### config.mk
export PLATFORM = sky130hd
export DESIGN_NAME = inst_rom_ctrl
export DESIGN_NICKNAME = d
export VERILOG_FILES = /design/src/rtl/inst_rom_ctrl.sv
export SDC_FILE = /design/constraint.sdc
export NUM_CORES = 1
export LEC_CHECK = 0
export CAP_MARGIN = 0
export CORE_UTILIZATION = 43
export DETAILED_ROUTE_END_ITERATION = 10
export HOLD_SLACK_MARGIN = 0.05
export PLACE_DENSITY_LB_ADDON = 0.25
export SYNTH_ARGS = -nofsm -noshare
export SYNTH_HDL_FRONTEND = slang
export SYNTH_SLANG_ARGS = --single-unit
### constraint.sdc
create_clock -name clk -period 1.7 [get_ports clk]
set_clock_uncertainty 0.1 [all_clocks]
set_input_delay 0.17 -clock clk [delete_from_list [all_inputs] [get_ports clk]]
set_output_delay 0.17 -clock clk [all_outputs]
set_load 0.02 [all_outputs]
### src/rtl/inst_rom_ctrl.sv
// -----------------------------------------------------------------------------
// inst_rom_ctrl
//   Instruction-memory responder for the core's fetch port. A fetch request
//   (rom_ce/rom_addr) is accepted in IDLE. Four bytes are then read from a
//   byte-wide synchronous-read memory. They are assembled little-endian into a
//   32-bit word, and the word is returned with a one-cycle rom_valid pulse.
//
//   Build option:
//     ROM_HIT_CACHE_EN - single-entry tag of the last completed fetch. A repeat
//                        request to the same aligned word skips the memory read
//                        and goes straight to DONE.
//
//   Ports:
//     clk        clock, all state updates on the rising edge
//     rst        asynchronous active-low reset
//     rom_ce     fetch request, sampled only in IDLE
//     rom_addr   fetch byte address; [ADDR_W-1:2] used, [1:0] treated as 0
//     rom_data   assembled instruction word, held until the next completion
//     rom_valid  one-cycle pulse marking rom_data as the requested word
//     busy       high whenever the controller is not in IDLE
//     mem_a      byte address to the backing memory
//     mem_re     read strobe, high while mem_a carries a real address
//     mem_din    memory read data, valid the cycle after its address
//     dbg_state  current FSM state (IDLE=0, READ=1, DONE=2)
//
//   Handshake: a request is taken on a rising edge where the controller is in
//   IDLE (busy=0) and rom_ce=1. rom_ce and rom_addr are ignored at every other
//   edge. rom_valid is asserted for exactly one cycle per accepted request,
//   unless a reset intervenes.
// -----------------------------------------------------------------------------
module inst_rom_ctrl #(
    parameter int ADDR_W = 17
) (
    input  logic              clk,
    input  logic              rst,
    input  logic              rom_ce,
    input  logic [31:0]       rom_addr,
    output logic [31:0]       rom_data,
    output logic              rom_valid,
    output logic              busy,
    output logic [ADDR_W-1:0] mem_a,
    output logic              mem_re,
    input  logic [7:0]        mem_din,
    output logic [1:0]        dbg_state
);

    typedef enum logic [1:0] {
        IDLE = 2'd0,
        READ = 2'd1,
        DONE = 2'd2
    } state_t;

    state_t            state, state_nx;
    logic [2:0]        cnt, cnt_nx;
    logic [ADDR_W-1:0] base, base_nx;
    logic [31:0]       shreg, shreg_nx;
    logic [31:0]       rom_data_nx;
    logic [ADDR_W-1:0] req_base;
    logic              hit;

    // Address bits outside the word-aligned memory range are deliberately dropped.
    logic unused_addr_bits;
    assign unused_addr_bits = ^{rom_addr[31:ADDR_W], rom_addr[1:0]};

    assign req_base = {rom_addr[ADDR_W-1:2], 2'b00};

`ifdef ROM_HIT_CACHE_EN
    logic [ADDR_W-1:0] last_base;
    logic              last_ok;

    assign hit = last_ok && (req_base == last_base);

    // The tag is only written when a real memory read completes. A hit
    // therefore never refreshes the tag with data it did not fetch.
    always_ff @(posedge clk or negedge rst) begin
        if (!rst) begin
            last_base <= '0;
            last_ok   <= 1'b0;
        end else if (state == READ && cnt == 3'd4) begin
            last_base <= base;
            last_ok   <= 1'b1;
        end
    end
`else
    assign hit = 1'b0;
`endif

    // State register.
    always_ff @(posedge clk or negedge rst) begin
        if (!rst) begin
            state    <= IDLE;
            cnt      <= '0;
            base     <= '0;
            shreg    <= '0;
            rom_data <= '0;
        end else begin
            state    <= state_nx;
            cnt      <= cnt_nx;
            base     <= base_nx;
            shreg    <= shreg_nx;
            rom_data <= rom_data_nx;
        end
    end

    // Next-state and memory-side outputs.
    always_comb begin
        state_nx    = state;
        cnt_nx      = cnt;
        base_nx     = base;
        shreg_nx    = shreg;
        rom_data_nx = rom_data;
        mem_a       = '0;
        mem_re      = 1'b0;

        case (state)
            IDLE: begin
                if (rom_ce) begin
                    base_nx  = req_base;
                    cnt_nx   = 3'd0;
                    state_nx = hit ? DONE : READ;
                end
            end

            READ: begin
                // cnt 0..3 present addresses. cnt 1..4 collect the byte that
                // was addressed one cycle earlier.
                if (cnt != 3'd4) begin
                    mem_a  = base + ADDR_W'(cnt);
                    mem_re = 1'b1;
                end
                if (cnt != 3'd0) begin
                    // Shift in from the top: after four captures, byte 0
                    // (from base) sits in bits [7:0].
                    shreg_nx = {mem_din, shreg[31:8]};
                end
                if (cnt == 3'd4) begin
                    // The complete word is loaded in one step, so rom_data
                    // never shows a partially assembled word.
                    rom_data_nx = {mem_din, shreg[31:8]};
                    cnt_nx      = 3'd0;
                    state_nx    = DONE;
                end else begin
                    cnt_nx = cnt + 3'd1;
                end
            end

            DONE: begin
                state_nx = IDLE;
            end

            default: begin
                state_nx = IDLE;
            end
        endcase
    end

    assign rom_valid = (state == DONE);
    assign busy      = (state != IDLE);
    assign dbg_state = state;

endmodule

==> Word-level counts from Yosys, hierarchy flattened <==
Cells that the tools add are included.
{ "totals": {"input_bits": 43, "output_inout_bits": 54, "word_cells": 32, "register_bits": 84} }
{ "op_classes": {"n_mux": 10, "eq_ne": 6, "reduce_logical": 9, "n_addsub": 2} }
{ "op_table": {"columns": ["op", "n"], "rows": [
  ["$mux W17", 2],
  ["$add A17 B3 Y17", 1],
  ["$reduce_and A2 Y1", 5],
  ["$mux W3", 2],
  ["$pmux W3 S2", 1],
  ["$mux W2", 2],
  ["$ne A2 B2 Y1 const B", 2],
  ["$pmux W2 S2", 1],
  ["$reduce_bool A2 Y1", 2],
  ["$add A3 B1 Y3 const B", 1],
  ["$eq A3 B3 Y1 const B", 1],
  ["$ne A3 B3 Y1 const B", 1],
  ["$reduce_bool A3 Y1", 1],
  ["$eq A2 B1 Y1 const B", 1],
  ["$eq A2 B2 Y1 const B", 1],
  ["$logic_not A2 Y1", 1],
  ["$mux W1", 2]
]} }

==> Depth between registers and ports, before layout <==
Gate-level depths: netlist of the first run.
{ "depth": {"ltp_word": 3, "depth_mapped": 6} }

==> Least setup slack after synthesis of the first run <==
Ideal clock, no wire load.
{ "synth_timing": {"path_kind": "register to output", "start": "register cnt[2]", "end": "output port mem_a[12]", "t_required_ns": 1.430, "path_stages_with_launch": 6, "arrival_ns": 1.685, "path_buffers": 0, "path_slack_ns": -0.255, "cell_sequence": "dfrtp_1 ha_1 ha_1 nand4_2 or4_1 a21oi_1"} }
{ "synth_via": {"elab_chain_len": 3} }
{ "synth_rtl": {"columns": ["item", "line_no", "rtl"], "rows": [
  ["from (decl)", "54", "logic [2:0] cnt, cnt_nx;"],
  ["from (signal assigned)", "98", "cnt <= cnt_nx;"],
  ["$add A17 B3 Y17 or $ne A3 B3 Y1 (tied branches)", "128, 127", null],
  ["$mux W17 *", "127", "if (cnt != 3'd4) begin"],
  ["$mux W17 *", "115", "case (state)"],
  ["to (decl)", "41", "output logic [ADDR_W-1:0] mem_a,"]
]} }
Mark *: on every way between the ends. The rest lies on a longest branch, timed or not.

==> Final worst setup path of the first run <==
{ "layout_timing": {"start": "register base[2]", "end": "output port mem_a[12]"} }
{ "layout_via": {"elab_chain_len": 3} }
{ "layout_rtl": {"columns": ["item", "line_no", "rtl"], "rows": [
  ["from (decl)", "55", "logic [ADDR_W-1:0] base, base_nx;"],
  ["from (signal assigned)", "99", "base <= base_nx;"],
  ["$add A17 B3 Y17", "128", "mem_a = base + ADDR_W'(cnt);"],
  ["$mux W17", "127", null],
  ["$mux W17", "115", null]
]} }
No other way between the ends.

==> results of run 1 <==
-- flip-flops by register name, summed over array words and instances, names as in the netlist --
| register | count |
|---|---|
| cnt | 3 |
| rom_data | 32 |
| base | 15 |
| dbg_state | 2 |
| shreg | 24 |
-- logic make-up (layout without fill, tap and decap cells) --
group	count (synthesis)	count (layout)	synth area share, %
AOI/OAI and AO/OA	21	21	3.94
xor gates and xnor gates	3	3	0.766
adders and majority gates	4	4	1.46
buffers and inverters	17	165	3.03
DFF	76	76	55.5
muxes	74	74	27.4
and+or+nand+nor	45	45	7.99
-- per-stage QoR --
step	cell area [µm²]	worst slack, ns
finish	5500	-0.545
detailed placement	4830	-0.725
global placement	4830	-0.656
floorplan	3560	-0.0391
CTS	5360	-0.538
global route	5500	-0.601
-- worst max-delay path by stage --
stage | start | slack [ns] | to | depth (start not counted)
global placement | cnt[2]$_DFFE_PN0P_ | -0.66 | mem_a[13] | 6
finish | base[2]$_DFFE_PN0P_ | -0.54 | mem_a[12] | 6
CTS | base[2]$_DFFE_PN0P_ | -0.54 | mem_a[12] | 6
global route | base[2]$_DFFE_PN0P_ | -0.60 | mem_a[12] | 6
detailed placement | base[2]$_DFFE_PN0P_ | -0.73 | mem_a[13] | 6
floorplan | base[2]$_DFFE_PN0P_ | -0.04 | mem_a[12] | 5
-- cell usage after synthesis (2+ instances only) --
cell type and n:
nor2_1 7, dfrtp_1 76, mux2_2 42, nand2_1 6, o31ai_1 4, mux2_4 29, nand3b_1 2, ha_1 4
buf_6 3, o21ai_0 5, or3_1 3, nand4_1 3, nor4_1 3, mux2i_1 3, nand3_1 8, a21oi_1 7
inv_1 8, buf_4 4, and3_1 2, xor2_1 2, a22o_1 3, or4_1 4
-- repair_timing --
action | in CTS | in global routing
setup endpoints to repair | 46 | 91
endpoints found under the hold margin | 76 | 0
setup buffers | 9 | 7
hold buffers | 1 | 0
resized for setup | 161 | 38
gates cloned | 3 | 2
pin swaps | 5 | 14
-- per-layer routing --
| metal | vias to the layer above | track usage (%) |
|---|---|---|
| met3 | 8 | 5.70 |
| met4 | 0 | 5.42 |
| met5 | - | 0 |
| li1 | 1153 | - |
| met1 | 1227 | 26.1 |
| met2 | 57 | 33.0 |
-- layout make-up --
class	instances	area [µm²]
Clock inverter	6	47.5
Multi-Input combinational cell	147	1860
Sequential cell	76	1900
Timing Repair Buffer	141	1410
Clock buffer	10	128
Inverter	8	30.0
Tap cell	102	128
Fill cell	542	2220
-- report_power, final --
group	switching (mW)	internal, mW
combinational	3.12	4.41
sequential	0.656	2.75
clock	0.693	0.540
total	4.47	7.70
-- worst reg2reg max path: stages (launching register included) --
cell       delay [ns]
dfrtp_1          0.40
and2b_2          0.28
buf_6            0.12
a21boi_4         0.27
clkbuf_16        0.22
mux2_4           0.30
==> impl_metrics.json, run 1 <==
{
  "status": "complete, but fails checks",
  "failed_checks": "negative setup slack",
  "drive_gt1_share_pct": 55.2,
  "utilization_pct": 71.2,
  "met1_length_um": 3780,
  "critPathCaptureType": "output port",
  "yosysWarnings": 0,
  "maxCapViolations": 0,
  "total_power_mw": 12.2,
  "placed_cells": 457,
  "yosys.area.top_type": "dfrtp_1",
  "via_count": 2445,
  "wl_um": 8170,
  "tns_ns": -8.04,
  "cts-root-buf": "clkbuf_8",
  "reg2regPathDepth": 5,
  "final_common_cell": "dfrtp_1",
  "critPathBufInv": 1,
  "finalCriticalPeriod_ns": 2.24,
  "max_stage_delay_ns": 0.47,
  "timing.fmax_mhz": 445,
  "timing.critical_path.mode_cell": "ha_4",
  "dieHeight_um": 91.3,
  "rows": 32,
  "place_congestion": 0.786,
  "coreArea_um2": 7730,
  "critPathTopFamily": "simple AND/OR/NAND/NOR gates",
  "yosysTopAreaCellShare_pct": 55.5,
  "hold_viol": 0,
  "wl_met2_um": 4000,
  "finalMaxSlewViolations": 0,
  "start_util_pct": 44.4,
  "critPathLaunchType": "register",
  "cts_buffer_depth": 2,
  "synth_edf_count": 0,
  "worstPathRequired_ns": 1.43,
  "drt_iter0_drc": 54,
  "tightest_slew_ns": 0.394,
  "finalCritPeriodShare_pct": 132,
  "yosys.cell_types.count": 34,
  "final_cell_mix": "dfrtp_1 (76), mux2_4 (70), clkdlybuf4s50_1 (56)",
  "dp_hpwl_um": 5040,
  "syn_area_per_cell_um2": 14.3,
  "grt_setup_unrepaired": "yes",
  "top_layer": "met4",
  "cts_tree": "yes",
  "hold_class": "primary input to async pin",
  "grt-ovfl-total": 0,
  "wire_per_inst_um": 16.7,
  "htreeDepth": 3,
  "r2r_setup_slack_ns": -0.10,
  "firstDrtPassIters": 4,
  "grt_util_all_layers_pct": 20.1,
  "path_max_fanout": 8,
  "arrival_ns": 1.97,
  "path_class": "register to output port",
  "diodes": 0,
  "relSlewSlack_pct": 73.5,
  "grt_pass1_wl_um": 12800,
  "grt_max_degree": 35,
  "die_w_um": 91.3,
  "ys_seq_area_share_pct": 55.5,
  "synthArstFlopShare_pct": 100,
  "synth.area.top_cells": "dfrtp_1 (55%), mux2_2 (14%), mux2_4 (13%), ha_1 (1.5%), nand3_1 (1.2%)",
  "drc": 0,
  "crit_chain": "ha_4 -> ha_4 -> nand4_4 -> or4_4 -> a21oi_4 -> buf_6",
  "power.leakage_nw": 2.54,
  "clk_pin_slew_ns": 0.08,
  "r2r_start": "dbg_state[1]$_DFFE_PN0P_",
  "layout.nets": 430,
  "cts.sinks": 76,
  "wl_met3_um": 291,
  "stdcell_count": 490,
  "first_global_vias": 2528,
  "timing.rr.end": "shreg[12]$_DFFE_PN0P_",
  "ir_drop_uv": 1370,
  "area_growth_pct": 60.5,
  "fin_ws_ns": -0.545,
  "cts-buffers-inserted": 9,
  "hold_ws_ns": 0.166,
  "die-area_um2": 8340,
  "synth_seq_cells": 76,
  "dominantRegCellSynth": "dfrtp_1",
  "setup_violations": 55,
  "antenna_found_initial": 0,
  "antenna_left": 0,
  "pin_count": 97,
  "synthCells": 240,
  "routed_via_density": 4.99,
  "netlist_area_um2": 3430,
  "io_buffers": 79,
  "clkLatencyLatePin_ns": 0.34,
  "synth_fp_nets": 287,
  "power_per_cell_area_nw_per_um2": 2210,
  "cpMaxStageDelayCell": "or4_4"
}
Note: power is estimated with default switching activity, not from simulation.
==> inputs of run 2 (changes only) <==
--- a/config.mk
+++ b/config.mk
@@ -6,7 +6,8 @@
 export NUM_CORES = 1
 export LEC_CHECK = 0
 export CAP_MARGIN = 0
-export CORE_UTILIZATION = 43
+export CORE_UTILIZATION = 48
+export CTS_CLUSTER_DIAMETER = 100
 export DETAILED_ROUTE_END_ITERATION = 10
 export HOLD_SLACK_MARGIN = 0.05
 export PLACE_DENSITY_LB_ADDON = 0.25
==> constraint.sdc (replaced) <==
create_clock -name clk -period 2.5 [get_ports clk]
set_clock_uncertainty 0.1 [all_clocks]
set_input_delay 0.25 -clock clk [delete_from_list [all_inputs] [get_ports clk]]
set_output_delay 0.25 -clock clk [all_outputs]
set_load 0.02 [all_outputs]
==> run 2 against run 1 <==
- hold slack better by 0.24 ns
- sequential share of layout area grew 7.1 points
- via count shrank 9.8%
- the flow now finishes without violations
- critical endpoint unchanged
==> impl_metrics.json, run 2 (synthesis results as in run 1) <==
{
  "status": "finished clean",
  "start_util_pct": 50.2,
  "firstDrtPassIters": 4,
  "path_class": "register to output port",
  "clk_pin_slew_ns": 0.08,
  "finalMaxSlewViolations": 0,
  "antenna_left": 0,
  "power_per_cell_area_nw_per_um2": 1450,
  "grt_setup_unrepaired": "yes",
  "grt_max_degree": 77,
  "largest_reg_flops": 32,
  "cts-root-buf": "clkbuf_8",
  "setup_violations": 0,
  "grt_util_all_layers_pct": 19.1,
  "via_count": 2205,
  "arrival_ns": 2.06,
  "routed_via_density": 5.14,
  "hold_start": "shreg[9]$_DFFE_PN0P_",
  "critPathLaunchType": "register",
  "dpl-instance-area_um2": 4330,
  "clkPwrFrac_pct": 13.6,
  "wire_per_inst_um": 15.1,
  "grt_pass1_wl_um": 10900,
  "relSlewSlack_pct": 37.3,
  "htreeDepth": 3,
  "crit_start": "cnt[2]$_DFFE_PN0P_",
  "hold_ws_ns": 0.404,
  "worstPathRequired_ns": 2.15,
  "area_growth_pct": 33.1,
  "tightest_slew_ns": 0.940,
  "finalCriticalPeriod_ns": 2.41,
  "p_comb_share_pct": 50.5,
  "total_power_mw": 6.61,
  "clkLatencyLatePin_ns": 0.34,
  "cts.sinks": 76,
  "finalCritPeriodShare_pct": 96.2,
  "swShare_pct": 37.1,
  "critPathCaptureType": "output port",
  "r2r_start": "dbg_state[1]$_DFFE_PN0P_",
  "ir_drop_uv": 739,
  "largestRegisters": "rom_data x32, shreg x24, base x15",
  "rows": 30,
  "hold_viol": 0,
  "place_congestion": 0.757,
  "top_register": "rom_data",
  "first_global_vias": 2232,
  "timing.fmax_mhz": 416,
  "design_area_um2": 4560,
  "cts_setup_buffers": 0,
  "p_switching_mw": 2.45,
  "cts_buffer_depth": 2,
  "p_int_mw": 4.15,
  "drc": 0,
  "coreArea_um2": 6830,
  "diodes": 0,
  "hold_class": "register to register",
  "drt_iter0_drc": 74,
  "final_common_cell": "dfrtp_1",
  "layout.nets": 376,
  "cts_tree": "yes",
  "grt-ovfl-total": 0,
  "dp_slack_ns": -0.0380,
  "io_buffers": 79,
  "dp_hpwl_um": 4460,
  "maxCapViolations": 0,
  "fin_ws_ns": 0.0940,
  "tns_ns": 0,
  "dieHeight_um": 86.5,
  "final_cell_mix": "dfrtp_1 (75), clkdlybuf4s50_1 (61), mux2_2 (42)",
  "path_max_fanout": 9,
  "die-area_um2": 7490,
  "cts-buffers-inserted": 9,
  "pin_count": 97,
  "wl_um": 6500,
  "die_w_um": 86.5,
  "power.leakage_nw": 2.06,
  "antenna_found_initial": 0,
  "pwr-share-seq_pct": 35.9,
  "drive_gt1_share_pct": 34.5
}
run 2: cell count changes in the layout (fill, tap and decap cells not counted), sizes merged:
| cell | previous run | this run |
|---|---|---|
| buf | 79 | 11 |
| dlymetal6s2s | 0 | 5 |
| bufinv | 0 | 1 |
| clkdlybuf4s15 | 0 | 1 |
| clkinv | 0 | 2 |
| clkinvlp | 4 | 2 |
| clkdlybuf4s50 | 56 | 61 |
| dlygate4sd2 | 2 | 6 |
| inv | 10 | 9 |
| clkbuf | 13 | 11 |
run 2: layout make-up:
type                       count  area [µm²]
clock buffer                   9         124
clock inverter                 6        63.8
inverter                       8        30.0
multi-input combinational    147        1470
tap                           96         120
sequential                    76        1900
fill                         567        2270
timing repair buffer          87         852
run 2: power groups by stage:
stage	logic (mW)	clock network, mW	registers (mW)
after global placement	3.35	0	2.35
after floorplan	1.86	0	2.60
after detailed placement	3.43	0	2.39
after CTS	3.37	0.929	2.37
after global routing	3.59	0.983	2.47
final	3.33	0.899	2.37
run 2: worst max-delay path, cell delays in order (launching register included):
cell and delay (ns):
dfrtp_1 0.36, ha_2 0.21, ha_2 0.21, nand4_4 0.17, or4_4 0.44, a21oi_1 0.17, buf_4 0.16
run 2: repair_timing:
action	CTS	global route
endpoints found under the hold margin	76	0
hold buffers	1	0
endpoints found under the setup margin	16	14
resized for setup	29	17
run 2: routing by layer:
metal | up-vias | wire, µm | global-route usage (%)
li1 | 1039 | - | -
met1 | 1104 | 3010 | 25.1
met2 | 54 | 3150 | 31.0
met3 | 8 | 244 | 4.10
met4 | 0 | 102 | 7.73
met5 | - | 0 | 0
run 2: path summary, 6_finish.rpt:
path	slack [ns]	cells after the start	endpoint
max in group asynchronous	1.18	2	base[4]$_DFFE_PN0P_
hold reg to reg	0.40	1	rom_data[1]$_DFFE_PN0P_
setup / recovery	0.09	6	mem_a[12]
min in group asynchronous	0.48	2	cnt[1]$_DFFE_PN0P_
setup reg to reg	0.62	4	shreg[9]$_DFFE_PN0P_
hold / removal	0.40	1	rom_data[1]$_DFFE_PN0P_
run 2: through the flow:
| stage | utilization, % | instances |
|---|---|---|
| after floorplan | - | 240 |
| after global placement | 63.4 | 413 |
| after detailed placement | 63.4 | 413 |
| after global routing | 66.8 | 429 |
| final | 66.8 | 429 |
| after CTS | 66.5 | 429 |
==> inputs of run 3 (changes only) <==
--- a/config.mk
+++ b/config.mk
@@ -11,6 +11,7 @@
 export DETAILED_ROUTE_END_ITERATION = 10
 export HOLD_SLACK_MARGIN = 0.05
 export PLACE_DENSITY_LB_ADDON = 0.25
+export SKIP_CTS_REPAIR_TIMING = 1
 export SYNTH_ARGS = -nofsm -noshare
 export SYNTH_HDL_FRONTEND = slang
 export SYNTH_SLANG_ARGS = --single-unit
==> run 3 against run 2 <==
- worst setup slack gained 0.0026 ns
- global-route usage shrank 0.27 points
- sequential cell count is the same
- final area grew 0.22%
- register-to-register slack is essentially flat
- critical path type unchanged
==> impl_metrics.json, run 3 (synthesis results as in run 1) <==
{
  "hold_start": "shreg[9]$_DFFE_PN0P_",
  "coreArea_um2": 6830,
  "grt_max_degree": 77,
  "place_congestion": 0.757,
  "drive_gt1_share_pct": 34.2,
  "wire_per_inst_um": 15.2,
  "grt_setup_unrepaired": "yes",
  "drt_iter0_drc": 68,
  "routed_via_density": 5.13,
  "grt_pass1_wl_um": 10800,
  "critPathLaunchType": "register",
  "clkLatencyLatePin_ns": 0.34,
  "pin_count": 97,
  "cpMaxStageDelayCell": "or4_1",
  "top_register": "rom_data",
  "dieHeight_um": 86.5,
  "max_stage_delay_ns": 0.44,
  "cts-buffers-inserted": 9,
  "tightest_slew_ns": 0.945,
  "clk_pin_slew_ns": 0.08,
  "critPathCaptureType": "output port",
  "dpl-instance-area_um2": 4330,
  "die_w_um": 86.5,
  "diodes": 0,
  "drc": 0,
  "path_max_fanout": 9,
  "timing.critical_path.mode_cell": "ha_2",
  "firstDrtPassIters": 4,
  "largestRegisters": "rom_data x32, shreg x24, base x15",
  "timing.rr.end": "shreg[9]$_DFFE_PN0P_",
  "crit_start": "cnt[2]$_DFFE_PN0P_",
  "r2r_setup_slack_ns": 0.62,
  "hold_viol": 0,
  "crit_chain": "ha_2 -> ha_2 -> nand4_4 -> or4_1 -> a21oi_1 -> buf_2",
  "finalCritPeriodShare_pct": 96.1,
  "rows": 30,
  "layout.nets": 376,
  "antenna_left": 0,
  "ir_drop_uv": 736,
  "start_util_pct": 50.2,
  "r2r_start": "dbg_state[1]$_DFFE_PN0P_",
  "maxCapViolations": 0,
  "power.leakage_nw": 2.12,
  "cts_buffer_depth": 2,
  "cts.sinks": 76,
  "first_global_vias": 2203,
  "area_growth_pct": 33.3,
  "setup_violations": 0,
  "wl_um": 6530,
  "stdcell_count": 429,
  "timing.fmax_mhz": 416,
  "placed_cells": 413,
  "crit_path_end": "mem_a[12]",
  "finalCriticalPeriod_ns": 2.40,
  "finalMaxSlewViolations": 0,
  "reg2regPathDepth": 4,
  "die-area_um2": 7490,
  "cts-root-buf": "clkbuf_8",
  "cts_tree": "yes",
  "worstPathRequired_ns": 2.15,
  "status": "finished clean",
  "hold_class": "register to register",
  "final_common_cell": "dfrtp_1",
  "antenna_found_initial": 0,
  "largest_reg_flops": 32,
  "path_class": "register to output port",
  "power_per_cell_area_nw_per_um2": 1450,
  "arrival_ns": 2.05,
  "htreeDepth": 3,
  "dp_hpwl_um": 4460,
  "design_area_um2": 4570,
  "io_buffers": 79,
  "relSlewSlack_pct": 37.0,
  "grt-ovfl-total": 0,
  "grt_util_all_layers_pct": 18.9,
  "final_cell_mix": "dfrtp_1 (75), clkdlybuf4s50_1 (61), mux2_2 (42)",
  "via_count": 2200
}
[run 3: critical path, delay by kind of cell, from the launching register on]
family,cells,cell delay (ns)
AO/OA/AOI/OAI,1,0.16
AND/OR/NAND/NOR,2,0.60
flip-flops,1,0.36
adder cells (fa/ha/maj),2,0.42
buffers and inverters,1,0.18
[run 3: metal layers]
layer  share of wire, %  vias up  GRT usage, %  routed length (µm)
met5                  0        -             0                   0
met4                1.6        0          7.73                 107
met3                3.3        8          4.10                 217
met2                 48       51          30.2                3140
met1                 47     1099          25.0                3060
li1                   -     1042             -                   -
[run 3: report_power, final]
| group | internal, mW | switching (mW) | leakage (nW) |
|---|---|---|---|
| clock | 0.455 | 0.443 | 0.0915 |
| combinational | 1.84 | 1.51 | 1.13 |
| sequential | 1.87 | 0.505 | 0.890 |
| total | 4.17 | 2.46 | 2.12 |
[run 3: per-stage QoR]
stage,setup TNS (ns),total power [mW],hold WS (ns),worst slack (ns),util (%)
2_1_floorplan,0,4.45,-0.146,0.465,-
3_3_place_gp,0,5.69,0.353,0.00943,63.4
3_5_place_dp,-0.0726,5.81,0.351,-0.0380,63.4
4_1_cts,-3.79,6.73,-0.0257,-0.428,66.1
5_1_grt,-0.0476,7.06,0.414,-0.0391,66.9
6_report,0,6.63,0.404,0.0966,66.9
[run 3: area by class of cell]
| type | instances | area [µm²] |
|---|---|---|
| Clock buffer | 9 | 124 |
| Clock inverter | 6 | 63.8 |
| Fill cell | 562 | 2260 |
| Inverter | 8 | 30.0 |
| Multi-Input combinational cell | 147 | 1470 |
| Sequential cell | 76 | 1900 |
| Tap cell | 96 | 120 |
| Timing Repair Buffer | 87 | 866 |
[run 3: worst min path at each step]
| stage | endpoint | slack, ns | depth (start not counted) |
|---|---|---|---|
| 6_report | rom_data[1]$_DFFE_PN0P_ | 0.40 | 1 |
| 5_1_grt | base[3]$_DFFE_PN0P_ | 0.41 | 2 |
| 4_1_cts | cnt[1]$_DFFE_PN0P_ | -0.03 | 1 |
| 3_5_place_dp | cnt[1]$_DFFE_PN0P_ | 0.35 | 1 |
| 3_3_place_gp | base[4]$_DFFE_PN0P_ | 0.35 | 1 |
| 2_1_floorplan | base[10]$_DFFE_PN0P_ | -0.15 | 0 |
